==> config.mk <==
export PLATFORM = sky130hd
export DESIGN_NAME = fetch_unit
export DESIGN_NICKNAME = d
export VERILOG_FILES = /design/src/rtl/mips_pkg.sv /design/src/rtl/fetch_fifo.sv /design/src/rtl/fetch_unit.sv
export SDC_FILE = /design/constraint.sdc
export NUM_CORES = 1
export LEC_CHECK = 0
export CAP_MARGIN = 20
export CORE_MARGIN = 8
export CORE_UTILIZATION = 45
export CTS_BUF_LIST = sky130_fd_sc_hd__clkbuf_16
export CTS_CLUSTER_DIAMETER = 30
export DETAILED_ROUTE_END_ITERATION = 16
export DONT_BUFFER_PORTS = 1
export HOLD_SLACK_MARGIN = 0.08
export PLACE_DENSITY = 0.57
export SYNTH_ARGS = -nofsm -noshare
export SYNTH_HDL_FRONTEND = slang
export SYNTH_SLANG_ARGS = --single-unit
export TNS_END_PERCENT = 50
==> constraint.sdc <==
create_clock -name clock -period 9.55 [get_ports clock]
set_input_delay 1.4325 -clock clock [delete_from_list [all_inputs] [get_ports clock]]
set_output_delay 1.4325 -clock clock [all_outputs]
set_load 0.01 [all_outputs]
==> src/rtl/mips_pkg.sv <==
// mips_pkg: constants and types shared by the instruction-fetch path
package mips_pkg;

    localparam logic [31:0] RESET_PC_DEFAULT = 32'h8002_0000;
    localparam int INSN_W = 32;

    typedef enum logic {RUN, FLUSH} fetch_state_t;

    typedef struct packed {
        logic [INSN_W-1:0] instruction;
        logic [31:0]       pc;
    } fetch_entry_t;

endpackage

==> src/rtl/fetch_fifo.sv <==
// fetch_fifo: small synchronous FIFO with flush and combinational head (zero when empty)
module fetch_fifo #(
    parameter int WIDTH = 32,
    parameter int DEPTH = 2,
    parameter int CW    = $clog2(DEPTH + 1)
) (
    input  logic             clock,
    input  logic             reset,
    input  logic             flush,
    input  logic             push,
    input  logic [WIDTH-1:0] wdata,
    input  logic             pop,
    output logic [WIDTH-1:0] rdata,
    output logic [CW-1:0]    count,
    output logic             empty
);
    localparam int PW = DEPTH > 1 ? $clog2(DEPTH) : 1;

    logic [WIDTH-1:0] mem [DEPTH];
    logic [PW-1:0] rd, wr;
    logic do_push, do_pop;

    function automatic logic [PW-1:0] inc(input logic [PW-1:0] p);
        return p == PW'(DEPTH - 1) ? '0 : p + 1'b1;
    endfunction

    assign empty   = count == '0;
    assign do_pop  = pop && !empty;
    assign do_push = push && (count != CW'(DEPTH) || do_pop);
    assign rdata   = empty ? '0 : mem[rd];

    // Pointer and occupancy tracking; flush empties the queue in one cycle
    always_ff @(posedge clock) begin
        if (reset || flush) begin
            rd    <= '0;
            wr    <= '0;
            count <= '0;
        end else begin
            if (do_push) wr <= inc(wr);
            if (do_pop) rd <= inc(rd);
            count <= count + CW'(do_push) - CW'(do_pop);
        end
    end

    // Storage write; contents need no reset because count gates visibility
    always_ff @(posedge clock) begin
        if (do_push) mem[wr] <= wdata;
    end

endmodule

==> src/rtl/fetch_unit.sv <==
// fetch_unit: credit-limited instruction fetch with in-order tag tracking and redirect flush
module fetch_unit
    import mips_pkg::*;
#(
    parameter logic [31:0] RESET_PC = RESET_PC_DEFAULT,
    parameter int          DEPTH    = 2
) (
    input  logic              clock,
    input  logic              reset,
    output logic              imem_req,
    output logic [31:0]       imem_addr,
    input  logic              imem_gnt,
    input  logic              imem_rvalid,
    input  logic [INSN_W-1:0] imem_rdata,
    input  logic              redirect,
    input  logic [31:0]       redirect_pc,
    output logic              insn_valid,
    input  logic              insn_ready,
    output logic [INSN_W-1:0] instruction,
    output logic [31:0]       pc
);
    localparam int CW = $clog2(DEPTH + 2);

    fetch_state_t state;
    fetch_entry_t head;
    logic [31:0] fetch_pc, tag_head;
    logic [CW-1:0] discard, disc_next, tag_cnt, buf_cnt;
    logic tag_empty, buf_empty, pop, grant, rsp, credit;

    assign pop         = insn_valid && insn_ready;
    assign credit      = tag_cnt + buf_cnt - CW'(pop) < CW'(DEPTH);
    assign imem_req    = !reset && !redirect && state == RUN && credit;
    assign grant       = imem_req && imem_gnt;
    assign rsp         = imem_rvalid && state == RUN && !tag_empty;
    assign imem_addr   = fetch_pc;
    assign insn_valid  = !buf_empty;
    assign instruction = head.instruction;
    assign pc          = head.pc;

    // Discard count: captured from in-flight requests on a RUN redirect, then drained per response
    always_comb
        disc_next = redirect && state == RUN ? tag_cnt - CW'(rsp) + CW'(grant)
                                             : discard - CW'(imem_rvalid && discard != '0);

    // Fetch PC and RUN/FLUSH control; redirect overrides every same-cycle event
    always_ff @(posedge clock) begin
        if (reset) begin
            state    <= RUN;
            fetch_pc <= RESET_PC;
            discard  <= '0;
        end else begin
            discard <= disc_next;
            state   <= (redirect || state == FLUSH) && disc_next != '0 ? FLUSH : RUN;
            if (redirect) fetch_pc <= {redirect_pc[31:2], 2'b00};
            else if (grant) fetch_pc <= fetch_pc + 32'd4;
        end
    end

    fetch_fifo #(.WIDTH(32), .DEPTH(DEPTH), .CW(CW)) u_tags (
        .clock (clock),
        .reset (reset),
        .flush (redirect),
        .push  (grant),
        .wdata (fetch_pc),
        .pop   (rsp),
        .rdata (tag_head),
        .count (tag_cnt),
        .empty (tag_empty)
    );

    fetch_fifo #(.WIDTH($bits(fetch_entry_t)), .DEPTH(DEPTH), .CW(CW)) u_buf (
        .clock (clock),
        .reset (reset),
        .flush (redirect),
        .push  (rsp && !redirect),
        .wdata ({imem_rdata, tag_head}),
        .pop   (pop),
        .rdata (head),
        .count (buf_cnt),
        .empty (buf_empty)
    );

endmodule

# After elaboration in Yosys (flattened, before gate mapping)
# Memories as Yosys holds them, arrays and structs flattened. A register that Yosys moved wholly into a read port is not among the register bits.
# Cells that the tools add are included.
[classes]
n_bitwise = 1
order_cmp = 1
muxes = 18
n_addsub = 14
reduce_logical = 29
n_eq_ne = 2
[op_table]
columns = ["op", "count"]
rows = [
  ["two-way mux 32 bit", 3],
  ["two-way mux 64 bit", 1],
  ["adder 32 x 3 -> 32 bit (second input constant)", 1],
  ["logical AND 1 bit", 15],
  ["two-way mux 1 bit", 13],
  ["subtractor 2 x 1 -> 2 bit", 5],
  ["adder 2 x 1 -> 2 bit", 3],
  ["nonzero test 2 bit", 3],
  ["adder 1 bit (second input constant)", 4],
  ["logical NOT 1 bit", 4],
  ["logical NOT 2 bit", 2],
  ["logical OR 1 bit", 4],
  ["inequality test 2 bit (second input constant)", 2],
  ["adder 2 bit", 1],
  ["< comparator 2 bit (second input constant)", 1],
  ["two-way mux 2 bit", 1],
  ["OR reduction 2 bit", 1],
  ["NOT 1 bit", 1],
]
[word_totals]
n_memories = 2
ram_bits = 192
input_bits = 70
ff_bits = 43
[mem_list]
columns = ["memory", "words", "word_bits", "read_ports", "rd_clocked_by_memory_dff", "wr", "line_no", "source"]
rows = [
  ["u_buf.mem", 2, 64, 1, 1, 1, "fetch_fifo.sv:19", "logic [WIDTH-1:0] mem [DEPTH];"],
  ["u_tags.mem", 2, 32, 1, 1, 1, "fetch_fifo.sv:19", ""],
]

# Logic depth before layout (Yosys ltp)
[depth]
ltp_word = 12
ltp_mapped = 14

# Hierarchy
# A second synthesis with hierarchy kept.
[hier_totals]
hier_cells = 723
hier_area_um2 = 9884.5
[by_module_without_submodules]
columns = ["module", "seq_area_each_um2", "cells_each", "instances", "area_each_um2"]
rows = [
  ["fetch_fifo (u_buf)", 3943.8, 297, 1, 5141.2],
  ["fetch_fifo (u_tags)", 2021.9, 162, 1, 2651.3],
  ["fetch_unit", 660.6, 264, 1, 2092.0],
]

# Worst setup path before layout
# Ideal clock, no wire load.
[synth_timing]
kind = "input to register"
start = "input imem_rvalid"
end = "memory u_buf.mem[0][10] (netlist bit) (enable)"
path_buffers = 0
cell_stages = 4
t_arrival_ps = 4864
slack_ps = 4196
cell_sequence = "nor2b_1 nor2b_1 o311a_1 nor2b_1"
[synth_between]
elab_chain_len = 6
[synth_rtl]
columns = ["item", "line_no", "source"]
rows = [
  ["start, declared", "fetch_unit.sv:13", "input logic imem_rvalid,"],
  ["logical AND 1 bit (2 in a row)", "fetch_unit.sv:34", "assign rsp = imem_rvalid && state == RUN && !tag_empty;"],
  ["logical AND 1 bit", "fetch_unit.sv:75", ".push (rsp && !redirect),"],
  ["logical AND 1 bit", "fetch_fifo.sv:29", "assign do_push = push && (count != CW'(DEPTH) || do_pop);"],
  ["via u_buf.do_push", "fetch_fifo.sv:21", "logic do_push, do_pop;"],
  ["two-way mux 1 bit", "fetch_fifo.sv:47", "if (do_push) mem[wr] <= wdata;"],
  ["two-way mux 1 bit (not written as such)", "fetch_fifo.sv:47", ""],
  ["end, declared", "fetch_fifo.sv:19", ""],
]
# The timed path passes the listed nets, and every way through them passes these cells.

# Worst setup path after layout
[layout_timing]
start = "register u_buf.count[1]"
end = "output imem_req"
[layout_between]
elab_chain_len = 6
word_cells_on_any_way = 7
[layout_rtl]
columns = ["item", "line_no", "source"]
rows = [
  ["start, declared", "fetch_fifo.sv:14", "output logic [CW-1:0] count,"],
  ["start signal, assigned", "fetch_fifo.sv:41", "count <= count + CW'(do_push) - CW'(do_pop);"],
  ["parallel branches: the longest is 3 deep, another holds adder 2 bit", "-", ""],
  ["subtractor 2 x 1 -> 2 bit *", "fetch_unit.sv:31", "assign credit = tag_cnt + buf_cnt - CW'(pop) < CW'(DEPTH);"],
  ["< comparator 2 bit *", "fetch_unit.sv:31", ""],
  ["logical AND 1 bit *", "fetch_unit.sv:32", "assign imem_req = !reset && !redirect && state == RUN && credit;"],
  ["end, declared", "fetch_unit.sv:10", "output logic imem_req,"],
]
# Every way passes the cells marked *.

==> results.cfg <==
[status]
status = finished clean

[detailed_routing]
dr.pass1.iters = 5
drt-wirelength-per-cell_um = 20.2
first_iter_violations = 329
wirelength_mm = 20.9
antenna_left = 0
viasPerCell = 5.52
vias = 5704
drc_errors = 0

[grt]
grt_usage_pct = 15.7
antenna_found_initial = 0
first_global_vias = 5663
grtUsageMet3_pct = 7.88
grt-ovfl-total = 0
busiest_layer = met2
grt_pass1_wl_mm = 32.5
grt_use_met1_pct = 18.8
grt_max_degree = 65
use_met2_pct = 24.4

[timing]
hold_viol_final = 0
drv_slew = 0
slew_headroom_pct = 26.2
skew_ns = 0.0143
max_freq_ghz = 0.215
finalSetupViolCount = 0
rsz0062_at_grt = false
period_share_pct = 48.7
fin_crit_ns = 4.65
setup_tns_ns = 0
worstMarginPinSlew_ns = 1.11

[critical_path]
path_max_fanout = 64
critPathRequiredTime_ns = 8.12
cp-start-kind = flop
critical_path_class = reg2out
critPathArrivalTime_ns = 3.22
endpoint_kind = primary output

[yosys]
syn_area_um2 = 9440
async_flop_share_pct = 0
synth_warnings = 0
synth_edf_count = 184
yosys_most_used_dff = edfxtp_1
yosysUniqueCellTypes = 53
synth-seq-cells = 227
ys_seq_area_share_pct = 67.6
synth.avg_cell_area_um2 = 13.2
syn_inst = 713

[placement]
gp_congestion = 0.823
io_buffers = 0
place_hpwl_mm = 13.7

[layout]
final_common_cell = edfxtp_1
final_nets = 804
n_fill_cell = 1775
layout_common_cells = edfxtp_1 (184), nor2_1 (115), mux2i_1 (92), clkbuf_16 (45), dfxtp_1 (41)
drive_gt1_share_pct = 11.9
syn2layout_area_growth_pct = 17.9
diodes = 0

[floorplanning]
die-area_um2 = 25900
start_util_pct = 45.3
core.rowCount = 53
ioPinCount = 168
core_um2 = 20800
die_w_um = 161
die_h_um = 161

[clocking]
root_buffer = clkbuf_16
cts_sinks = 227
path_clk_slew_ns = 0.05
holdBufCountCts = 0
postCtsSetupBuffers = 0
cts_buffer_depth = 3
clk_latency_ns = 0.51
numCtsBuffers = 43
cts-htree-levels = 2
cts_resized = 0
cts_tree = done

[power_and_ir_drop]
vdd_drop_max_uv = 171
p_total_mw = 2.64
p_per_area_nw_per_um2 = 237
leakage_nw = 3.58

[min_path]
holdCritPathClass = reg2reg

[job]
cap_viol_max_count = 0
per-stage QoR:
stage                     instance area [um^2]  util (%)  worst slack [ns]  cells  hold WS (ns)
final                                    11100      53.5              4.90   1034         0.507
after global routing                     11100      53.5              4.64   1034         0.547
after CTS                                11100      53.4              4.82   1033         0.512
after detailed placement                  9680      46.5              4.96    955         0.500
after global placement                    9680      46.5              4.99    955         0.495
after floorplan                           9450         -              4.20    716         0.481
path summary, 6_finish.rpt:
| kind | start | to | cells past startpoint | slack, ns |
|---|---|---|---|---|
| max reg2reg | u_buf.count[1]$_SDFF_PP0_ | state$_SDFF_PP0_ | 14 | 5.60 |
| min reg2reg | u_tags.rd$_SDFFE_PP0P_ | flop | 2 | 0.51 |
| max | u_buf.count[1]$_SDFF_PP0_ | imem_req | 7 | 4.90 |
| min | u_tags.rd$_SDFFE_PP0P_ | flop | 2 | 0.51 |
cell type report:
class,instances,area [um^2],share of cell area (%)
Tap cell,275,344,3.09
Inverter,18,67.6,0.607
Clock buffer,45,1130,10.1
Multi-Input combinational cell,429,2830,25.4
Sequential cell,227,6390,57.4
Clock inverter,33,324,2.91
Timing Repair Buffer,7,52.6,0.472
critical path, stage by stage (launching register included):
cell	delay [ns]
dfxtp_1	0.35
nor2_4	0.11
buf_4	0.52
nor2b_1	0.18
ha_1	0.33
and2b_1	0.26
xnor3_1	0.54
nor3_1	0.43
Yosys cell counts, drive strengths merged (6+ instances only):
| cell | count | area share [%] |
|---|---|---|
| o21ai | 8 | 0.42 |
| mux2i | 92 | 9.8 |
| ha | 8 | 1.1 |
| nand2b | 8 | 0.53 |
| nor2 | 117 | 4.7 |
| inv | 18 | 0.72 |
| nand3 | 12 | 0.64 |
| edfxtp | 184 | 59 |
| o22ai | 6 | 0.40 |
| buf | 14 | 0.94 |
| a21oi | 18 | 0.95 |
| clkbuf | 28 | 1.1 |
| a31oi | 12 | 0.80 |
| dfxtp | 43 | 9.1 |
| xnor2 | 10 | 0.93 |
| a211oi | 6 | 0.48 |
| nand4 | 12 | 0.80 |
| nand2 | 31 | 1.3 |
| nor3 | 16 | 0.85 |
kinds of logic after synthesis:
kind of cell | Yosys count | share of synthesized area (%)
and+or+nand+nor | 232 | 11.4
DFF | 227 | 67.6
muxes | 92 | 9.75
AOI/OAI and AO/OA | 78 | 5.62
buffers and inverters | 60 | 2.77
xor gates and xnor gates | 15 | 1.68
adders and majority gates | 8 | 1.06
other | 1 | 0.0397
routing by layer:
metal | share of wire [%] | wire, um
met5 | 0 | 0
met2 | 45 | 9500
met3 | 12 | 2490
met4 | 1.5 | 319
met1 | 41 | 8600
sequential cells by signal (all words and copies together), names as in the netlist, named ones only:
signal / flops
u_buf.wr: 1
u_tags.wr: 1
state: 1
u_tags.mem: 60
u_buf.mem: 124
imem_addr: 30
u_tags.count: 2
u_buf.count: 2
u_tags.rd: 1
u_buf.rd: 1
discard: 2
power by group:
group	internal (mW)	leakage, nW	switching (mW)
Sequential	1.09	2.04	0.0291
Combinational	0.0238	0.839	0.0363
Clock	0.971	0.697	0.492
No activity file was read; power rests on OpenSTA's default activity.
